**config.mk**
```make
export PLATFORM = sky130hd
export DESIGN_NAME = dmem_ctrl
export DESIGN_NICKNAME = d
export VERILOG_FILES = /design/src/rtl/dmem_ctrl.sv
export SDC_FILE = /design/constraint.sdc
export NUM_CORES = 2
export LEC_CHECK = 0
export BUFFER_PORTS_ARGS = -buffer_cell sky130_fd_sc_hd__buf_4
export CAP_MARGIN = 15
export CELL_PAD_IN_SITES_DETAIL_PLACEMENT = 0
export CELL_PAD_IN_SITES_GLOBAL_PLACEMENT = 1
export CORE_MARGIN = 2
export CORE_UTILIZATION = 40
export CTS_CLUSTER_DIAMETER = 60
export DETAILED_ROUTE_END_ITERATION = 10
export PLACE_DENSITY_LB_ADDON = 0.3
export SLEW_MARGIN = 20
export SYNTH_ARGS = -nofsm -noshare
export SYNTH_HDL_FRONTEND = slang
export SYNTH_SLANG_ARGS = --single-unit
```
**constraint.sdc**
```tcl
create_clock -name clk -period 2.6 [get_ports clk]
set_clock_uncertainty 0.1 [all_clocks]
set_input_delay 0.52 -clock clk [delete_from_list [all_inputs] [get_ports clk]]
set_output_delay 0.52 -clock clk [all_outputs]
set_load 0.01 [all_outputs]
```
**src/rtl/dmem_ctrl.sv**
```systemverilog
// Data-memory controller: valid/ready request port, configurable wait states,
// byte-lane RAM writes, a decoded MMIO window and alignment/range error reporting.
module dmem_ctrl #(
    parameter int          ADDR_WIDTH  = 6,
    parameter int          DATA_WIDTH  = 32,
    parameter int          WAIT_STATES = 1,
    parameter logic [31:0] MMIO_BASE   = 32'h8000_0000
) (
    input  logic                      clk,
    input  logic                      reset,
    input  logic                      req_valid,
    output logic                      req_ready,
    input  logic                      req_write,
    input  logic [31:0]               req_addr,
    input  logic [DATA_WIDTH-1:0]     req_wdata,
    input  logic [DATA_WIDTH/8-1:0]   req_be,
    output logic                      rsp_valid,
    output logic [DATA_WIDTH-1:0]     rsp_rdata,
    output logic                      rsp_err,
    output logic                      mmio_we,
    output logic [31:0]               mmio_addr,
    output logic [DATA_WIDTH-1:0]     mmio_wdata,
    input  logic [DATA_WIDTH-1:0]     mmio_rdata
);

    localparam int NB    = DATA_WIDTH / 8;
    localparam int DEPTH = 2 ** ADDR_WIDTH;

    // Wait counter starts one below the wait count so WAIT lasts exactly WAIT_STATES cycles.
    localparam logic [3:0] CNT_INIT = (WAIT_STATES > 0) ? 4'(WAIT_STATES - 1) : 4'd0;

    typedef enum logic [1:0] {
        S_IDLE,
        S_WAIT,
        S_ACCESS,
        S_RESP
    } state_t;

    state_t                  state;
    state_t                  state_next;
    logic [3:0]              cnt;

    // Request fields captured at accept.
    logic                    lat_write;
    logic                    lat_mmio;
    logic [ADDR_WIDTH-1:0]   lat_idx;
    logic [DATA_WIDTH-1:0]   lat_wdata;
    logic [NB-1:0]           lat_be;

    // Response and MMIO output registers.
    logic [DATA_WIDTH-1:0]   rdata_q;
    logic                    err_q;
    logic [31:0]             mmio_addr_q;
    logic [DATA_WIDTH-1:0]   mmio_wdata_q;

    logic [DATA_WIDTH-1:0]   mem [DEPTH];

    logic                    accept;
    logic                    req_misaligned;
    logic                    req_is_mmio;
    logic                    req_unmapped;
    logic                    req_bad;

    // Zero every byte lane whose enable bit is clear.
    function automatic logic [DATA_WIDTH-1:0] apply_be(input logic [DATA_WIDTH-1:0] d,
                                                       input logic [NB-1:0] be);
        logic [DATA_WIDTH-1:0] r;
        r = '0;
        for (int i = 0; i < NB; i++) begin
            if (be[i]) r[8*i +: 8] = d[8*i +: 8];
        end
        return r;
    endfunction

    // Address decode of the incoming request.
    always_comb begin
        req_misaligned = (req_addr[1:0] != 2'b00);
        req_is_mmio    = (req_addr >= MMIO_BASE);
        req_unmapped   = !req_is_mmio && ((req_addr >> (ADDR_WIDTH + 2)) != 32'd0);
        req_bad        = req_misaligned || req_unmapped;
        accept         = (state == S_IDLE) && req_valid;
    end

    // Next-state logic and state-decoded outputs.
    always_comb begin
        state_next = state;
        req_ready  = 1'b0;
        rsp_valid  = 1'b0;
        rsp_err    = 1'b0;
        rsp_rdata  = '0;
        mmio_we    = 1'b0;
        case (state)
            S_IDLE: begin
                req_ready = 1'b1;
                if (req_valid) begin
                    if (req_bad)               state_next = S_RESP;
                    else if (WAIT_STATES > 0)  state_next = S_WAIT;
                    else                       state_next = S_ACCESS;
                end
            end
            S_WAIT: begin
                if (cnt == 4'd0) state_next = S_ACCESS;
            end
            S_ACCESS: begin
                mmio_we    = lat_write && lat_mmio;
                state_next = S_RESP;
            end
            S_RESP: begin
                rsp_valid  = 1'b1;
                rsp_err    = err_q;
                rsp_rdata  = rdata_q;
                state_next = S_IDLE;
            end
            default: state_next = S_IDLE;
        endcase
    end

    // State register, wait counter and response/MMIO output registers.
    always_ff @(posedge clk) begin
        if (reset) begin
            state        <= S_IDLE;
            cnt          <= 4'd0;
            rdata_q      <= '0;
            err_q        <= 1'b0;
            mmio_addr_q  <= '0;
            mmio_wdata_q <= '0;
        end else begin
            state <= state_next;
            if (accept) begin
                cnt     <= CNT_INIT;
                rdata_q <= '0;
                err_q   <= req_bad;
                if (!req_bad && req_is_mmio) begin
                    mmio_addr_q  <= req_addr;
                    mmio_wdata_q <= req_write ? apply_be(req_wdata, req_be) : '0;
                end
            end else if (state == S_WAIT && cnt != 4'd0) begin
                cnt <= cnt - 4'd1;
            end
            if (state == S_ACCESS && !lat_write) begin
                rdata_q <= lat_mmio ? mmio_rdata : mem[lat_idx];
            end
        end
    end

    // Request capture; pure datapath, only meaningful after an accept.
    always_ff @(posedge clk) begin
        if (accept) begin
            lat_write <= req_write;
            lat_mmio  <= req_is_mmio;
            lat_idx   <= req_addr[ADDR_WIDTH+1:2];
            lat_wdata <= req_wdata;
            lat_be    <= req_be;
        end
    end

    // RAM store at the ACCESS closing edge; a coincident reset suppresses the commit.
    always_ff @(posedge clk) begin
        if (state == S_ACCESS && lat_write && !lat_mmio && !reset) begin
            for (int i = 0; i < NB; i++) begin
                if (lat_be[i]) mem[lat_idx][8*i +: 8] <= lat_wdata[8*i +: 8];
            end
        end
    end

    assign mmio_addr  = mmio_addr_q;
    assign mmio_wdata = mmio_wdata_q;

endmodule

```
==> flow_summary.json <==
{
  "clock-sinks": 2201,
  "total_power_mw": 102,
  "post-route-period-util": 1.05,
  "io_buffers": 203,
  "dr_wl_met3_mm": 22.3,
  "drt_iter0_drc": 5764,
  "drc": 0,
  "drv_cap": 0,
  "clk_path_buf_depth": 3,
  "slew_violations": 0,
  "p_leak_nw": 34.5,
  "routedWlPerCell_um": 30.5,
  "grt_pass1_wl_mm": 355,
  "reg2reg_to": "rdata_q[28]",
  "avgSynthCellArea_um2": 19.5,
  "start_kind": "flop",
  "cts.clk_slew.worst_paths_ns": 0.06,
  "worst_hold_path_type": "in -> reg",
  "cp_data_arrival_time_ns": 2.11,
  "max_slew.worst_pin.slew_ns": 0.959,
  "antenna_left": 0,
  "fin_util": 0.501,
  "syn_to_final_growth_pct": 24.7,
  "rsz0062_at_grt": "true",
  "seq_area_frac_synth": 0.766,
  "powerDensity_nw_per_um2": 962,
  "cts_tree": "yes",
  "die_w_um": 465,
  "grt_max_degree": 105,
  "ys_seq_elements": 2201,
  "synth_cell_types": 49,
  "nNetsFinal": 5445,
  "highest_layer": "met5",
  "start_util": 0.401,
  "antenna_found_initial": 11,
  "ios": 204,
  "via_per_inst": 5.67,
  "fillerInstances": 17200,
  "numCtsBuffers": 223,
  "drive_gt1_frac": 0.387,
  "coreArea_um2": 211000,
  "min_to": "rdata_q[29]",
  "synth_nets": 4457,
  "setup_ws_ns": -0.125,
  "syn_inst": 4348,
  "hpwl_mm": 165,
  "grt-ovfl-total": 0,
  "min_path_cells": 5,
  "fin_cells": 8351,
  "drt-total-wl_mm": 255,
  "dominantRegCellSynth": "edfxtp_1",
  "crit_path_end_kind": "output port",
  "critPathKind": "reg -> out",
  "violations": "setup timing",
  "wl_met1_mm": 103,
  "synth_area_um2": 84900,
  "r2r_slack_ns": -0.06,
  "place_inst": 7777,
  "clockRootBuffer": "clkbuf_16",
  "ir_worst_vdd_mv": 0.776,
  "die_h_um": 465,
  "track_usage": 0.231,
  "hold_start": "mmio_rdata[29]",
  "period_needed_ns": 2.73,
  "status": "finished, violations left",
  "met2_length_mm": 118,
  "gp_congestion": 0.926,
  "max_freq_mhz": 367,
  "row_count": 169,
  "final-setup-viol-count": 82,
  "first_global_vias": 47200,
  "hold_viol_final": 0,
  "clk_latency_ns": 0.90,
  "path_max_fanout": 10,
  "async_flop_share": 0,
  "htreeDepth": 4,
  "reg2reg_depth": 9,
  "worst_ep_required_time_ns": 1.98,
  "synth_edf_count": 2092,
  "firstDrtPassIters": 8,
  "dieArea_um2": 216000,
  "vias": 47400,
  "synth-warning-count": 0,
  "slew_headroom": 0.359
}
[cell usage in the layout (no fill, tap or decap), drive strengths merged, types with 42 or more instances in the layout]
cell and instances:
o22ai 122, mux4 457, a21oi 205, clkbuf 295, dfxtp 109, dlygate4sd3 73
clkinv 93, mux2 103, inv 52, edfxtp 2092, nor2 317, a22oi 62
mux2i 51, nand2 198, buf 959, nor3 42
[per-stage QoR]
stage	setup TNS, ns	worst slack [ns]	hold slack, ns	area, um^2
finish	-3.59	-0.125	0.0615	106000
global route	-7.02	-0.147	0.0341	106000
CTS	-4.56	-0.177	0.00386	104000
detailed placement	-2.24	-0.322	0.345	94900
global placement	-2.62	-0.329	0.340	94900
floorplan	0	0.281	0.371	84900
[cell type report]
type	instances	area (um^2)	share of cell area
Clock buffer	284	5950	0.0562
Tap cell	2821	3530	0.0333
Timing Repair Buffer	1043	10100	0.0957
Clock inverter	130	1350	0.0127
Sequential cell	2201	65000	0.614
Multi-Input combinational cell	1827	19700	0.186
Inverter	40	153	0.00144
Antenna cell	5	12.5	0.000118
[worst max-delay path by stage]
stage | start | endpoint | cells after the start
floorplan | state[0] | rdata_q[10] | 9
global placement | flop | rdata_q[24] | 8
detailed placement | flop | rdata_q[3] | 8
CTS | state[0] | rsp_rdata[30] | 5
global route | state[0] | rsp_rdata[30] | 5
finish | state[1] | rsp_rdata[23] | 5
[worst max-delay path, cell delays in order (launching register included)]
cell and delay [ns]:
dfxtp_4 0.36, ha_4 0.17, buf_12 0.18, and2_1 0.17, buf_6 0.17, buf_4 0.14
[report_power, final]
group          internal [mW]  total (mW)  switching [mW]
combinational           12.9        29.0            16.0
clock                   18.0        31.8            13.9
sequential              40.7        41.1           0.417
total                   71.6         102            30.3
[cells in the mapped netlist, types with 3 or more instances]
| library cell | n | area [um^2] |
|---|---|---|
| o22ai_1 | 122 | 763 |
| or2_2 | 3 | 18.8 |
| nand2b_1 | 9 | 56.3 |
| a21oi_1 | 205 | 1030 |
| nor3b_1 | 9 | 67.6 |
| mux2i_1 | 51 | 510 |
| a222oi_1 | 11 | 110 |
| o31a_1 | 3 | 26.3 |
| clkbuf_2 | 5 | 25.0 |
| nor4b_1 | 3 | 26.3 |
| nor2b_1 | 10 | 62.6 |
| inv_1 | 40 | 150 |
| nor2_1 | 317 | 1190 |
| nor3_1 | 42 | 210 |
| a2111oi_0 | 35 | 307 |
| clkbuf_1 | 145 | 544 |
| a22oi_1 | 62 | 465 |
| and3_1 | 5 | 31.3 |
| buf_6 | 8 | 90.1 |
| nand4_1 | 32 | 200 |
| ha_1 | 5 | 62.6 |
| a221oi_1 | 11 | 96.3 |
| and2_1 | 34 | 213 |
| buf_1 | 15 | 56.3 |
| and3b_1 | 4 | 35.0 |
| edfxtp_1 | 2092 | 62800 |
| buf_2 | 64 | 320 |
| mux2_2 | 103 | 1160 |
| a211oi_1 | 34 | 255 |
| nor4_1 | 35 | 219 |
| mux4_2 | 457 | 10300 |
| o21ai_0 | 3 | 15.0 |
| buf_4 | 43 | 323 |
| o221ai_1 | 7 | 61.3 |
| dfxtp_1 | 109 | 2180 |
| nand2_1 | 198 | 743 |
[logic make-up after synthesis]
| logic type | Yosys count | synth area share |
|---|---|---|
| AOI/OAI and AO/OA | 501 | 0.0376 |
| muxes | 611 | 0.141 |
| xor gates and xnor gates | 3 | 0.000310 |
| buffers and inverters | 320 | 0.0178 |
| adders and majority gates | 5 | 0.000737 |
| DFF | 2201 | 0.766 |
| and+or+nand+nor | 707 | 0.0367 |
[per-layer routing]
metal | up-vias | track usage
met5 | - | 0.00156
met1 | 25100 | 0.318
met4 | 10 | 0.0969
met2 | 2149 | 0.356
li1 | 19800 | -
met3 | 372 | 0.0543
[sequential cells by signal, indices dropped and copies added (netlist names), named ones only]
register and flops:
state 2, lat_mmio 1, lat_be 4, lat_idx 6, err_q 1, rdata_q 32, lat_wdata 32, lat_write 1
cnt 4, mem 2048, mmio_wdata 32, mmio_addr 32
[what timing repair did]
action                                  in CTS  in global routing
gates resized for setup                    191                291
hold buffers                                73                  0
buffers inserted                            30                 37
pin swaps                                   29                 53
cloned                                       9                 11
endpoints found under the setup margin      59                854
hold endpoints to repair                   115                  0
Note: power is estimated with default switching activity, not from simulation.
